--- config.mk ---
export PLATFORM = sky130hd
export DESIGN_NAME = gear_shift_controller
export DESIGN_NICKNAME = d
export VERILOG_FILES = /design/src/rtl/gear_shift_controller.sv
export SDC_FILE = /design/constraint.sdc
export NUM_CORES = 1
export LEC_CHECK = 0
export BUFFER_PORTS_ARGS = -buffer_cell sky130_fd_sc_hd__clkbuf_2
export CAP_MARGIN = 10
export CELL_PAD_IN_SITES_DETAIL_PLACEMENT = 2
export CELL_PAD_IN_SITES_GLOBAL_PLACEMENT = 2
export CORE_MARGIN = 1
export CORE_UTILIZATION = 34
export CTS_BUF_LIST = sky130_fd_sc_hd__clkbuf_16
export DETAILED_ROUTE_END_ITERATION = 10
export PLACE_DENSITY_LB_ADDON = 0.1
export SYNTH_ARGS = -nofsm -noshare
export SYNTH_HDL_FRONTEND = slang
export SYNTH_SLANG_ARGS = --single-unit
export TNS_END_PERCENT = 1
--- constraint.sdc ---
create_clock -name clk -period 4.8 [get_ports clk]
set_input_delay 0.48 -clock clk [delete_from_list [all_inputs] [get_ports clk]]
set_output_delay 0.48 -clock clk [all_outputs]
set_load 0.05 [all_outputs]
--- src/rtl/gear_shift_controller.sv ---
// gear_shift_controller: closes the loop between the engine/speed model and
// its gear input. Auto mode shifts on rpm thresholds with a post-shift hold-off;
// manual mode takes up/down button pulses and refuses illegal requests.
// Every shift passes through a timed clutch-disengaged phase (gear=0).
// Optional build macro: GEAR_SHIFT_KICKDOWN_EN (throttle-stab kickdown in auto).
module gear_shift_controller #(
    parameter int UP_RPM      = 2500,
    parameter int DOWN_RPM    = 1200,
    parameter int SHIFT_TICKS = 3,
    parameter int HOLD_TICKS  = 5
) (
    input  logic       clk,
    input  logic       rst,
    input  logic       tick_10hz,
    input  logic [8:0] speed_kmh,
    input  logic [13:0] rpm,
    input  logic       throttle,
    input  logic       brake,
    input  logic       mode_auto,
    input  logic       btn_up,
    input  logic       btn_down,
    output logic [2:0] gear,
    output logic       shifting,
    output logic       shift_reject
);

    typedef enum logic [1:0] {
        ST_NEUTRAL  = 2'd0,
        ST_DRIVE    = 2'd1,
        ST_SHIFTING = 2'd2
    } state_t;

    localparam logic [13:0] UP_TH      = 14'(UP_RPM);
    localparam logic [13:0] DOWN_TH    = 14'(DOWN_RPM);
    localparam logic [7:0]  SHIFT_VAL  = 8'(SHIFT_TICKS);
    localparam logic [7:0]  HOLD_VAL   = 8'(HOLD_TICKS);

    state_t      state_q, state_d;
    logic [2:0]  gear_q, gear_d;
    logic        shifting_q, shifting_d;
    logic        reject_q, reject_d;
    logic [2:0]  target_q, target_d;
    logic [7:0]  cnt_q, cnt_d;
    logic [7:0]  hold_q, hold_d;
    logic        pend_up_q, pend_up_d;
    logic        pend_down_q, pend_down_d;

    // Requests seen at a tick include a pulse landing on the tick cycle itself.
    logic        req_up, req_down;
    logic        start_shift;
    logic [2:0]  new_gear;
    logic        go_drive;

    assign req_up   = pend_up_q | btn_up;
    assign req_down = pend_down_q | btn_down;

`ifdef GEAR_SHIFT_KICKDOWN_EN
    localparam logic [13:0] KICK_TH = 14'(UP_RPM / 2);
    logic thr_prev_q, thr_prev_d;
    logic kick;
`endif

    // Highest speed at which a given gear may be engaged by a manual downshift.
    function automatic logic [8:0] max_speed(input logic [2:0] g);
        case (g)
            3'd1:    max_speed = 9'd30;
            3'd2:    max_speed = 9'd70;
            3'd3:    max_speed = 9'd130;
            3'd4:    max_speed = 9'd200;
            3'd5:    max_speed = 9'd300;
            default: max_speed = 9'd0;
        endcase
    endfunction

    // State register; async reset clears everything including mid-shift.
    always_ff @(posedge clk or posedge rst) begin
        if (rst) begin
            state_q     <= ST_NEUTRAL;
            gear_q      <= 3'd0;
            shifting_q  <= 1'b0;
            reject_q    <= 1'b0;
            target_q    <= 3'd0;
            cnt_q       <= 8'd0;
            hold_q      <= 8'd0;
            pend_up_q   <= 1'b0;
            pend_down_q <= 1'b0;
        end else begin
            state_q     <= state_d;
            gear_q      <= gear_d;
            shifting_q  <= shifting_d;
            reject_q    <= reject_d;
            target_q    <= target_d;
            cnt_q       <= cnt_d;
            hold_q      <= hold_d;
            pend_up_q   <= pend_up_d;
            pend_down_q <= pend_down_d;
        end
    end

`ifdef GEAR_SHIFT_KICKDOWN_EN
    // Throttle sampled once per tick for kickdown edge detection.
    always_ff @(posedge clk or posedge rst) begin
        if (rst) begin
            thr_prev_q <= 1'b0;
        end else begin
            thr_prev_q <= thr_prev_d;
        end
    end
`endif

    // Next-state and output decisions; nothing but button capture moves off-tick.
    always_comb begin
        state_d     = state_q;
        gear_d      = gear_q;
        shifting_d  = shifting_q;
        reject_d    = 1'b0;
        target_d    = target_q;
        cnt_d       = cnt_q;
        hold_d      = hold_q;
        pend_up_d   = req_up;
        pend_down_d = req_down;
        start_shift = 1'b0;
        new_gear    = gear_q;
        go_drive    = 1'b0;
`ifdef GEAR_SHIFT_KICKDOWN_EN
        thr_prev_d  = tick_10hz ? throttle : thr_prev_q;
        kick        = throttle && !thr_prev_q && mode_auto &&
                      (gear_q >= 3'd3) && (rpm < KICK_TH);
`endif
        if (tick_10hz) begin
            pend_up_d   = 1'b0;
            pend_down_d = 1'b0;
            case (state_q)
                ST_NEUTRAL: begin
                    go_drive = (throttle && !brake) || (req_up && !req_down);
                    if (req_up && req_down) begin
                        reject_d = 1'b1;
                    end else if (req_down && !go_drive) begin
                        reject_d = 1'b1;
                    end
                    if (go_drive) begin
                        gear_d  = 3'd1;
                        state_d = ST_DRIVE;
                        hold_d  = HOLD_VAL;
                    end
                end
                ST_DRIVE: begin
                    if (brake && (speed_kmh == 9'd0) && (gear_q == 3'd1)) begin
                        gear_d  = 3'd0;
                        state_d = ST_NEUTRAL;
                    end else if (!mode_auto && (req_up || req_down)) begin
                        if (req_up && req_down) begin
                            reject_d = 1'b1;
                        end else if (req_up) begin
                            if (gear_q < 3'd6) begin
                                start_shift = 1'b1;
                                new_gear    = gear_q + 3'd1;
                            end else begin
                                reject_d = 1'b1;
                            end
                        end else if ((gear_q > 3'd1) &&
                                     (speed_kmh <= max_speed(gear_q - 3'd1))) begin
                            start_shift = 1'b1;
                            new_gear    = gear_q - 3'd1;
                        end else begin
                            reject_d = 1'b1;
                        end
`ifdef GEAR_SHIFT_KICKDOWN_EN
                    end else if (kick) begin
                        start_shift = 1'b1;
                        new_gear    = gear_q - 3'd1;
`endif
                    end else if (mode_auto && (hold_q == 8'd0) && (rpm >= UP_TH) &&
                                 throttle && !brake && (gear_q < 3'd6)) begin
                        start_shift = 1'b1;
                        new_gear    = gear_q + 3'd1;
                    end else if (mode_auto && (hold_q == 8'd0) && (rpm <= DOWN_TH) &&
                                 (gear_q > 3'd1)) begin
                        start_shift = 1'b1;
                        new_gear    = gear_q - 3'd1;
                    end else if (hold_q != 8'd0) begin
                        hold_d = hold_q - 8'd1;
                    end
                end
                ST_SHIFTING: begin
                    if (cnt_q <= 8'd1) begin
                        cnt_d      = 8'd0;
                        gear_d     = target_q;
                        shifting_d = 1'b0;
                        hold_d     = HOLD_VAL;
                        state_d    = ST_DRIVE;
                    end else begin
                        cnt_d = cnt_q - 8'd1;
                    end
                end
                default: begin
                    state_d = ST_NEUTRAL;
                end
            endcase
            if (start_shift) begin
                target_d   = new_gear;
                gear_d     = 3'd0;
                shifting_d = 1'b1;
                cnt_d      = SHIFT_VAL;
                state_d    = ST_SHIFTING;
            end
        end
    end

    assign gear         = gear_q;
    assign shifting     = shifting_q;
    assign shift_reject = reject_q;

endmodule

==> results of run 1 <==
==> metrics by stage <==
stage / cells / hold slack [ps]
global placement: 363 / 459
finish: 367 / 260
global route: 367 / 325
detailed placement: 363 / 489
CTS: 367 / 278
floorplan: 255 / 449
==> routing by layer <==
metal	GRT usage [%]	routed length [µm]	vias to the layer above
li1	-	-	1008
met1	26.5	3080	1043
met2	37.0	3230	42
met3	3.30	206	8
met4	4.66	63	0
met5	0	0	-
==> cells by family (layout without fill, tap and decap cells) <==
group / after synthesis / in the layout
multiplexers: 7 / 7
AND/OR/NAND/NOR: 109 / 109
AO/OA/AOI/OAI: 62 / 62
XOR/XNOR: 7 / 7
flip-flops: 28 / 28
adder cells (fa/ha/maj): 21 / 21
buffers and inverters: 21 / 56
==> final timing paths <==
| path | from | to |
|---|---|---|
| worst min register to register | target_q[1]$_DFFE_PP0P_ | target_q[1]$_DFFE_PP0P_ |
| min in group clk | target_q[1]$_DFFE_PP0P_ | target_q[1]$_DFFE_PP0P_ |
| worst min-delay path | rst | hold_q[4]$_DFFE_PP0P_ |
| max in group asynchronous | rst | cnt_q[1]$_DFFE_PP0P_ |
| worst max register to register | gear[0]$_DFFE_PP0P_ | cnt_q[7]$_DFFE_PP0P_ |
| worst max-delay path | gear[0]$_DFFE_PP0P_ | cnt_q[7]$_DFFE_PP0P_ |
==> sequential cells by signal, indices dropped and copies added, names as in the netlist <==
name          count
cnt_q             8
gear              3
hold_q            8
pend_down_q       1
pend_up_q         1
shift_reject      1
shifting          1
state_q           2
target_q          3
==> critical path, stage by stage, from the launching register on <==
cell	delay, ps
sky130_fd_sc_hd__dfrtp_1	460
sky130_fd_sc_hd__inv_1	140
sky130_fd_sc_hd__ha_1	260
sky130_fd_sc_hd__xnor2_1	400
sky130_fd_sc_hd__nor2b_1	150
sky130_fd_sc_hd__a21oi_1	160
sky130_fd_sc_hd__ha_1	260
sky130_fd_sc_hd__a21oi_1	170
sky130_fd_sc_hd__o21ai_1	80
sky130_fd_sc_hd__a2111oi_1	630
sky130_fd_sc_hd__o21ai_0	310
sky130_fd_sc_hd__a211o_1	480
sky130_fd_sc_hd__a2111oi_1	550
sky130_fd_sc_hd__mux2i_1	230
==> layout make-up <==
| type | count | area, µm² |
|---|---|---|
| fillers | 747 | 3730 |
| clock inverters | 1 | 30.0 |
| well taps | 77 | 96.3 |
| inverters | 13 | 48.8 |
| multi-input cells | 206 | 1430 |
| repair buffers | 39 | 205 |
| flip-flops and latches | 28 | 701 |
| clock buffers | 3 | 75.1 |
==> cells in the final DEF (no fill, tap or decap), types with 4 or more instances in the layout <==
cell | Yosys | routed
sky130_fd_sc_hd__a21oi_1 | 13 | 13
sky130_fd_sc_hd__and3_1 | 4 | 4
sky130_fd_sc_hd__buf_4 | 1 | 4
sky130_fd_sc_hd__clkbuf_2 | 0 | 35
sky130_fd_sc_hd__dfrtp_1 | 28 | 28
sky130_fd_sc_hd__ha_1 | 21 | 21
sky130_fd_sc_hd__inv_1 | 13 | 13
sky130_fd_sc_hd__mux2i_1 | 7 | 7
sky130_fd_sc_hd__nand2_1 | 26 | 26
sky130_fd_sc_hd__nand2b_1 | 4 | 4
sky130_fd_sc_hd__nand3_1 | 13 | 13
sky130_fd_sc_hd__nand3b_1 | 6 | 6
sky130_fd_sc_hd__nor2_1 | 27 | 27
sky130_fd_sc_hd__nor3_1 | 8 | 8
sky130_fd_sc_hd__nor4_1 | 5 | 5
sky130_fd_sc_hd__o21ai_0 | 8 | 8
sky130_fd_sc_hd__o31ai_1 | 6 | 6
sky130_fd_sc_hd__xor2_1 | 5 | 5
==> power groups by stage <==
stage	logic, mW	registers [mW]	clock network, mW
after floorplan	0.350	0.387	0
after global placement	0.514	0.360	0
after detailed placement	0.530	0.364	0
after CTS	0.540	0.362	0.259
after global routing	0.596	0.372	0.266
final	0.532	0.361	0.252
==> metrics.sh, run 1 <==
MIN_PERIOD_OVER_PERIOD_PCT=90.8
SYNTH-SEQ-CELLS=28
COMPOUND_GATE_PORTION_OF_THE_SYNTHESIZED_AREA_PCT=20.7
IO_PINS=36
POWER_LEAKAGE_nW=1.17
MAPPEDNETLISTNETS=307
CP_DATA_ARRIVAL_TIME_PS=4550
FINALSETUPVIOLATIONS=0
WORST_EP_REQUIRED_TIME_PS=4990
SYNTHCELLS=255
SETUP_WS_PS=444
ANTENNADIODECOUNT=0
REPORT.FINAL.SLEW_VIOL_COUNT=0
COREAREA_UM2=6310
YOSYS-TOP-CELLS-COUNT='sky130_fd_sc_hd__dfrtp_1, sky130_fd_sc_hd__nor2_1, sky130_fd_sc_hd__nand2_1'
HOLD_PATH.CLASS='input pin to asynchronous set/reset pin'
SYNTH-XOR-AREA-SHARE_PCT=2.77
CTS.REPAIR_TIMING.SETUP_BUFFER_COUNT=0
COMBPWRFRAC_PCT=46.5
SYNTH_LARGEST_AREA_CELL='sky130_fd_sc_hd__dfrtp_1'
INTERNAL-POWER_mW=0.657
ANT_NETS=0
DR.PASS1.ITERS=4
SW_FRAC_OF_TOTAL_PCT=42.6
SYNTHDISTINCTLIBCELLS=57
CLOCK-ROOT-BUFFER='sky130_fd_sc_hd__clkbuf_16'
MAPPEDNETLISTAREA_UM2=2210
MAXCLOCKFREQUENCY_MHz=230
CTS_TREE='built'
GRT_PASS1_VIAS=2139
POWER_DENSITY_nW_PER_UM2=443
BUFFER_PORTS.INSERTED=35
PART_OF_THE_YOSYS_AREA_USED_FOR_SEQUENTIAL_ELEMENTS_PCT=31.7
POST_SYNTH_FA_HA_MAJ_AREA_FRACTION_PCT=11.9
POST_SYNTH_AND_OR_NAND_NOR_AREA_FRACTION_PCT=26.0
REG2REG_DEPTH=13
CTS_BUFS_INSERTED=3
POWER_FRAC_SEQ_PCT=31.5
PRE_CTS_SLACK_PS=470
LAYOUT.NETS=343
STARTPOINT_TYPE='flip-flop'
VIASPERCELL=5.72
ROWS=29
FLOORPLAN.DIE.WIDTH_UM=82.7
DETAIL_ROUTE.WIRELENGTH_UM=6570
POST_SYNTH_MAIN_AREA_CONTRIBUTORS='sky130_fd_sc_hd__dfrtp_1, sky130_fd_sc_hd__ha_1, sky130_fd_sc_hd__nor2_1'
GRT_ANTENNA_BEFORE_REPAIR=0
DOMINANTREGCELLSYNTH='sky130_fd_sc_hd__dfrtp_1'
CTS.HTREE.LEVELS=1
POWER.SHARE.CLOCK_PCT=22.0
CP-END-KIND='flip-flop'
CAP_VIOL_MAX_COUNT=0
VDD_DROP_MAX_mV=0.224
HOLDBUFCOUNTCTS=0
SYNTH_ENABLE_FLOP_CELLS=0
GP_CONGESTION=0.750
STARTING_DENSITY_OF_THE_CORE_PCT=35.0
POST-DP-HPWL_UM=5050
NUM_VIAS=2101
WORSTMARGINPINSLEW_PS=897
CLOCK-SINKS=28
MAXIMUM_NUMBER_OF_PINS_ON_ONE_NET_BEFORE_GLOBAL_ROUTE_REPAIR=29
HOLD_VIOLATIONS=0
CLKLATENCYLATEPIN_PS=260
SYNTH_LARGEST_TYPE_AREA_FRACTION_PCT=31.7
SETUP.WORST_PATH.CLASS='flip-flop to flip-flop'
FINISH.UTILIZATION_PCT=40.9
DIE_H_UM=82.7
TIMING.REG2REG.SETUP_SLACK_PS=440
GRT_SETUP_UNREPAIRED='no'
FINAL.SETUP_SKEW_PS=2.53
CTS.CLK_SLEW.WORST_PATHS_PS=70
CRITICAL_PATH_PEAK_FANOUT=11
SHORTEST_PERIOD_THE_WORST_PATH_ALLOWS_PS=4360
GRT_UTIL_ALL_LAYERS_PCT=20.9
POSTCTSRESIZEDCELLS=0
DRT-WIRELENGTH-PER-CELL_UM=17.9
POST_ROUTE_CELLS_DRIVE_ABOVE_1_SHARE_PCT=16.9
OUTCOME='finished clean'
POSTSYNTHAREAPERCELL_UM2=8.67
SYNTH_TOP_FAMILY_BY_AREA='simple AND/OR/NAND/NOR gates'
FINAL_AREA_UM2=2580
WORST_SLEW_MARGIN_REL_PCT=39.7
NETSWITCHINGPOWER_mW=0.487
LAYOUT-AREA-OVERHEAD-VS-SYNTH_PCT=16.7
GRT_OVERFLOW=0
DPL-INSTANCE-AREA_UM2=2480
SYNTH_MOST_COMMON_CELL='sky130_fd_sc_hd__dfrtp_1'
TOTALNEGATIVESETUPSLACK_PS=0
CLOCK_BUFFER_DEPTH=2
DETAIL_ROUTE.DRC_VIOLATIONS=0
SYNTH-WARNING-COUNT=0
SYNTH.AREA.MUX_SHARE_PCT=3.17
DETAILEDROUTE.FIRSTITERATIONVIOLATIONS=97
FIN_TOTAL_PWR_mW=1.14
FLOORPLAN.DIE_AREA_UM2=6830
ASYNCSETRESETFLOPFRACSYNTH_PCT=100
WIRE_LENGTH_OF_THE_FIRST_GLOBAL_ROUTING_PASS_UM=10700
No activity file was read; power rests on OpenSTA's default activity.
==> run 2, diff against run 1 <==
BUFFER_PORTS_ARGS = -buffer_cell sky130_fd_sc_hd__buf_2   (was -buffer_cell sky130_fd_sc_hd__clkbuf_2)
==> run 2 against run 1 <==
Effect of this change:
- sequential power barely moved
- utilization rose by 0.079 points
- die area did not move
- critical path type unchanged
- largest power group unchanged
==> metrics.sh, run 2 (same netlist as run 1, synthesis figures left out) <==
ROUTE.LAYER.MET1.WL_UM=3150  # +2.5%
WIRE_LENGTH_OF_THE_FIRST_GLOBAL_ROUTING_PASS_UM=10500  # -2.3%
HOLD_VIOLATIONS=0  # unchanged
MIN_PERIOD_OVER_PERIOD_PCT=87.5  # -3.2 points
STARTPOINT_TYPE='flip-flop'
DETAILROUTE.WIRELENGTH.MET2_UM=2980  # -7.5%
DR.PASS1.ITERS=4  # unchanged
GRT_PASS1_VIAS=2117  # -1.0%
CTS.HTREE.LEVELS=1  # unchanged
CP-END-KIND='flip-flop'
CLOCK_BUFFER_DEPTH=2  # unchanged
SHORTEST_PERIOD_THE_WORST_PATH_ALLOWS_PS=4200  # -155 ps
CTS.REPAIR_TIMING.SETUP_BUFFER_COUNT=0  # unchanged
POWER_DENSITY_nW_PER_UM2=441  # -0.58%
CTS_TREE='built'
STARTING_DENSITY_OF_THE_CORE_PCT=35.0  # unchanged
NUMBER_OF_NON_FILLER_INSTANCES_IN_THE_COMPLETED_LAYOUT=367  # unchanged
ANTENNADIODECOUNT=0  # unchanged
CP_DATA_ARRIVAL_TIME_PS=4400  # -150 ps
IO_PINS=36  # unchanged
GRT_SETUP_UNREPAIRED='no'
PLACE.DETAILED.INSTANCES=363  # unchanged
FLOORPLAN.DIE.WIDTH_UM=82.7  # unchanged
WORSTMARGINPINSLEW_PS=904  # +6.48 ps
CRITICAL_PATH_PEAK_FANOUT=11  # unchanged
POST_ROUTE_CELLS_DRIVE_ABOVE_1_SHARE_PCT=17.2  # +0.34 points
REPORT.FINAL.SLEW_VIOL_COUNT=0  # unchanged
BUFFER_PORTS.INSERTED=35  # unchanged
POST-DP-HPWL_UM=4950  # -2.1%
TOTALNEGATIVESETUPSLACK_PS=0  # unchanged
NUM_VIAS=2047  # -2.6%
FINAL.SETUP_SKEW_PS=4.76  # +2.23 ps
WORST_EP_REQUIRED_TIME_PS=4990  # about the same
LAYOUT.NETS=343  # unchanged
CLOCK-ROOT-BUFFER='sky130_fd_sc_hd__clkbuf_16'
REGISTER_AREA_UM2=701  # unchanged
HOLD_SLACK_PS=278  # +18.1 ps
VIASPERCELL=5.58  # -2.6%
TOTAL_AREA_OF_MULTI_INPUT_COMBINATIONAL_CELLS_UM2=1430  # +0.35%
FLOORPLAN.DIE_AREA_UM2=6830  # unchanged
VDD_DROP_MAX_mV=0.211  # -5.9%
SETUP.WORST_PATH.CLASS='flip-flop to flip-flop'
HOLD_PATH.CLASS='input pin to asynchronous set/reset pin'
POSTCTSRESIZEDCELLS=0  # unchanged
GRT_UTIL_ALL_LAYERS_PCT=20.1  # -0.83 points
MAXIMUM_NUMBER_OF_PINS_ON_ONE_NET_BEFORE_GLOBAL_ROUTE_REPAIR=29  # unchanged
CLOCK-SINKS=28  # unchanged
MET3WIRELENGTH_UM=142  # -31%
FIN_TOTAL_PWR_mW=1.14  # -0.39%
CTS.CLK_SLEW.WORST_PATHS_PS=80  # about the same
DETAIL_ROUTE.WIRELENGTH_UM=6290  # -4.3%
OUTCOME='finished clean'
NFILLCELLS=734  # -1.7%
ROWS=29  # unchanged
DIE_H_UM=82.7  # unchanged
ROUTED.TOP_LAYER='met4'
POWER_LEAKAGE_nW=1.16  # -0.41%
DRT-WIRELENGTH-PER-CELL_UM=17.1  # -4.3%
GRT_ANTENNA_BEFORE_REPAIR=0  # unchanged
CTS_BUFS_INSERTED=3  # unchanged
LAYOUT-AREA-OVERHEAD-VS-SYNTH_PCT=17.0
CAP_VIOL_MAX_COUNT=0  # unchanged
COREAREA_UM2=6310  # unchanged
ANT_NETS=0  # unchanged
DETAILEDROUTE.FIRSTITERATIONVIOLATIONS=43  # -56%
CLKLATENCYLATEPIN_PS=270  # about the same
COMMONEST_NON_FILL_NON_TAP_CELLS_IN_THE_LAYOUT='sky130_fd_sc_hd__buf_2, sky130_fd_sc_hd__dfrtp_1, sky130_fd_sc_hd__nor2_1'
GRT_OVERFLOW=0  # unchanged
HOLDBUFCOUNTCTS=0  # unchanged
MAXCLOCKFREQUENCY_MHz=238  # +3.7%
WORST_SLEW_MARGIN_REL_PCT=39.2  # -0.47 points
GP_CONGESTION=0.809  # +7.8%
FINAL_COMMON_CELL='sky130_fd_sc_hd__buf_2'
DETAIL_ROUTE.DRC_VIOLATIONS=0  # unchanged
FINALSETUPVIOLATIONS=0  # unchanged
REG_TOP3='cnt_q x8, hold_q x8'
==> run 2: changes by cell type in the layout (fill, tap and decap cells not counted), sizes merged <==
cell and delta:
clkbuf -35, buf +35
==> run 2: area by class of cell <==
| class | count | area share, % |
|---|---|---|
| multi-input cells | 206 | 55.3 |
| clock inverters | 1 | 1.16 |
| flip-flops and latches | 28 | 27.1 |
| repair buffers | 39 | 7.93 |
| well taps | 77 | 3.72 |
| clock buffers | 3 | 2.90 |
| inverters | 13 | 1.89 |
==> run 2: where the power goes <==
group	switching [mW]	internal, mW
Clock	0.0885	0.166
Sequential	0.0643	0.295
Combinational	0.329	0.197
==> run 2: final timing paths <==
path	startpoint	to	slack, ps	depth (start not counted)
setup / recovery	gear[0]$_DFFE_PP0P_	cnt_q[7]$_DFFE_PP0P_	600	13
hold / removal	rst	hold_q[4]$_DFFE_PP0P_	280	3
setup reg to reg	gear[0]$_DFFE_PP0P_	cnt_q[7]$_DFFE_PP0P_	600	13
hold reg to reg	shifting$_DFFE_PP0P_	shifting$_DFFE_PP0P_	480	2
max in group asynchronous	rst	gear[1]$_DFFE_PP0P_	4250	3
min in group clk	shifting$_DFFE_PP0P_	shifting$_DFFE_PP0P_	480	2
==> run 2: metal layers <==
layer | GRT usage, % | up-vias
li1 | - | 1014
met1 | 28.0 | 1007
met2 | 33.7 | 24
met3 | 2.64 | 2
met4 | 2.41 | 0
met5 | 0 | -
==> run 2: critical path, cell delays in order, from the launching register on <==
cell	delay, ps
sky130_fd_sc_hd__dfrtp_1	450
sky130_fd_sc_hd__inv_1	130
sky130_fd_sc_hd__ha_1	250
sky130_fd_sc_hd__xnor2_1	420
sky130_fd_sc_hd__nor2b_1	150
sky130_fd_sc_hd__a21oi_1	160
sky130_fd_sc_hd__ha_1	260
sky130_fd_sc_hd__a21oi_1	190
sky130_fd_sc_hd__o21ai_1	100
sky130_fd_sc_hd__a2111oi_2	470
sky130_fd_sc_hd__o21ai_0	260
sky130_fd_sc_hd__a211o_1	470
sky130_fd_sc_hd__a2111oi_1	570
sky130_fd_sc_hd__mux2i_1	230
==> run 2: stage by stage <==
stage | setup slack [ps] | cell area, µm² | utilization, %
2_1_floorplan | 667 | 2210 | -
3_3_place_gp | 684 | 2480 | 39.2
3_5_place_dp | 432 | 2480 | 39.2
4_1_cts | 396 | 2580 | 40.9
5_1_grt | 158 | 2590 | 41.0
6_report | 598 | 2590 | 41.0
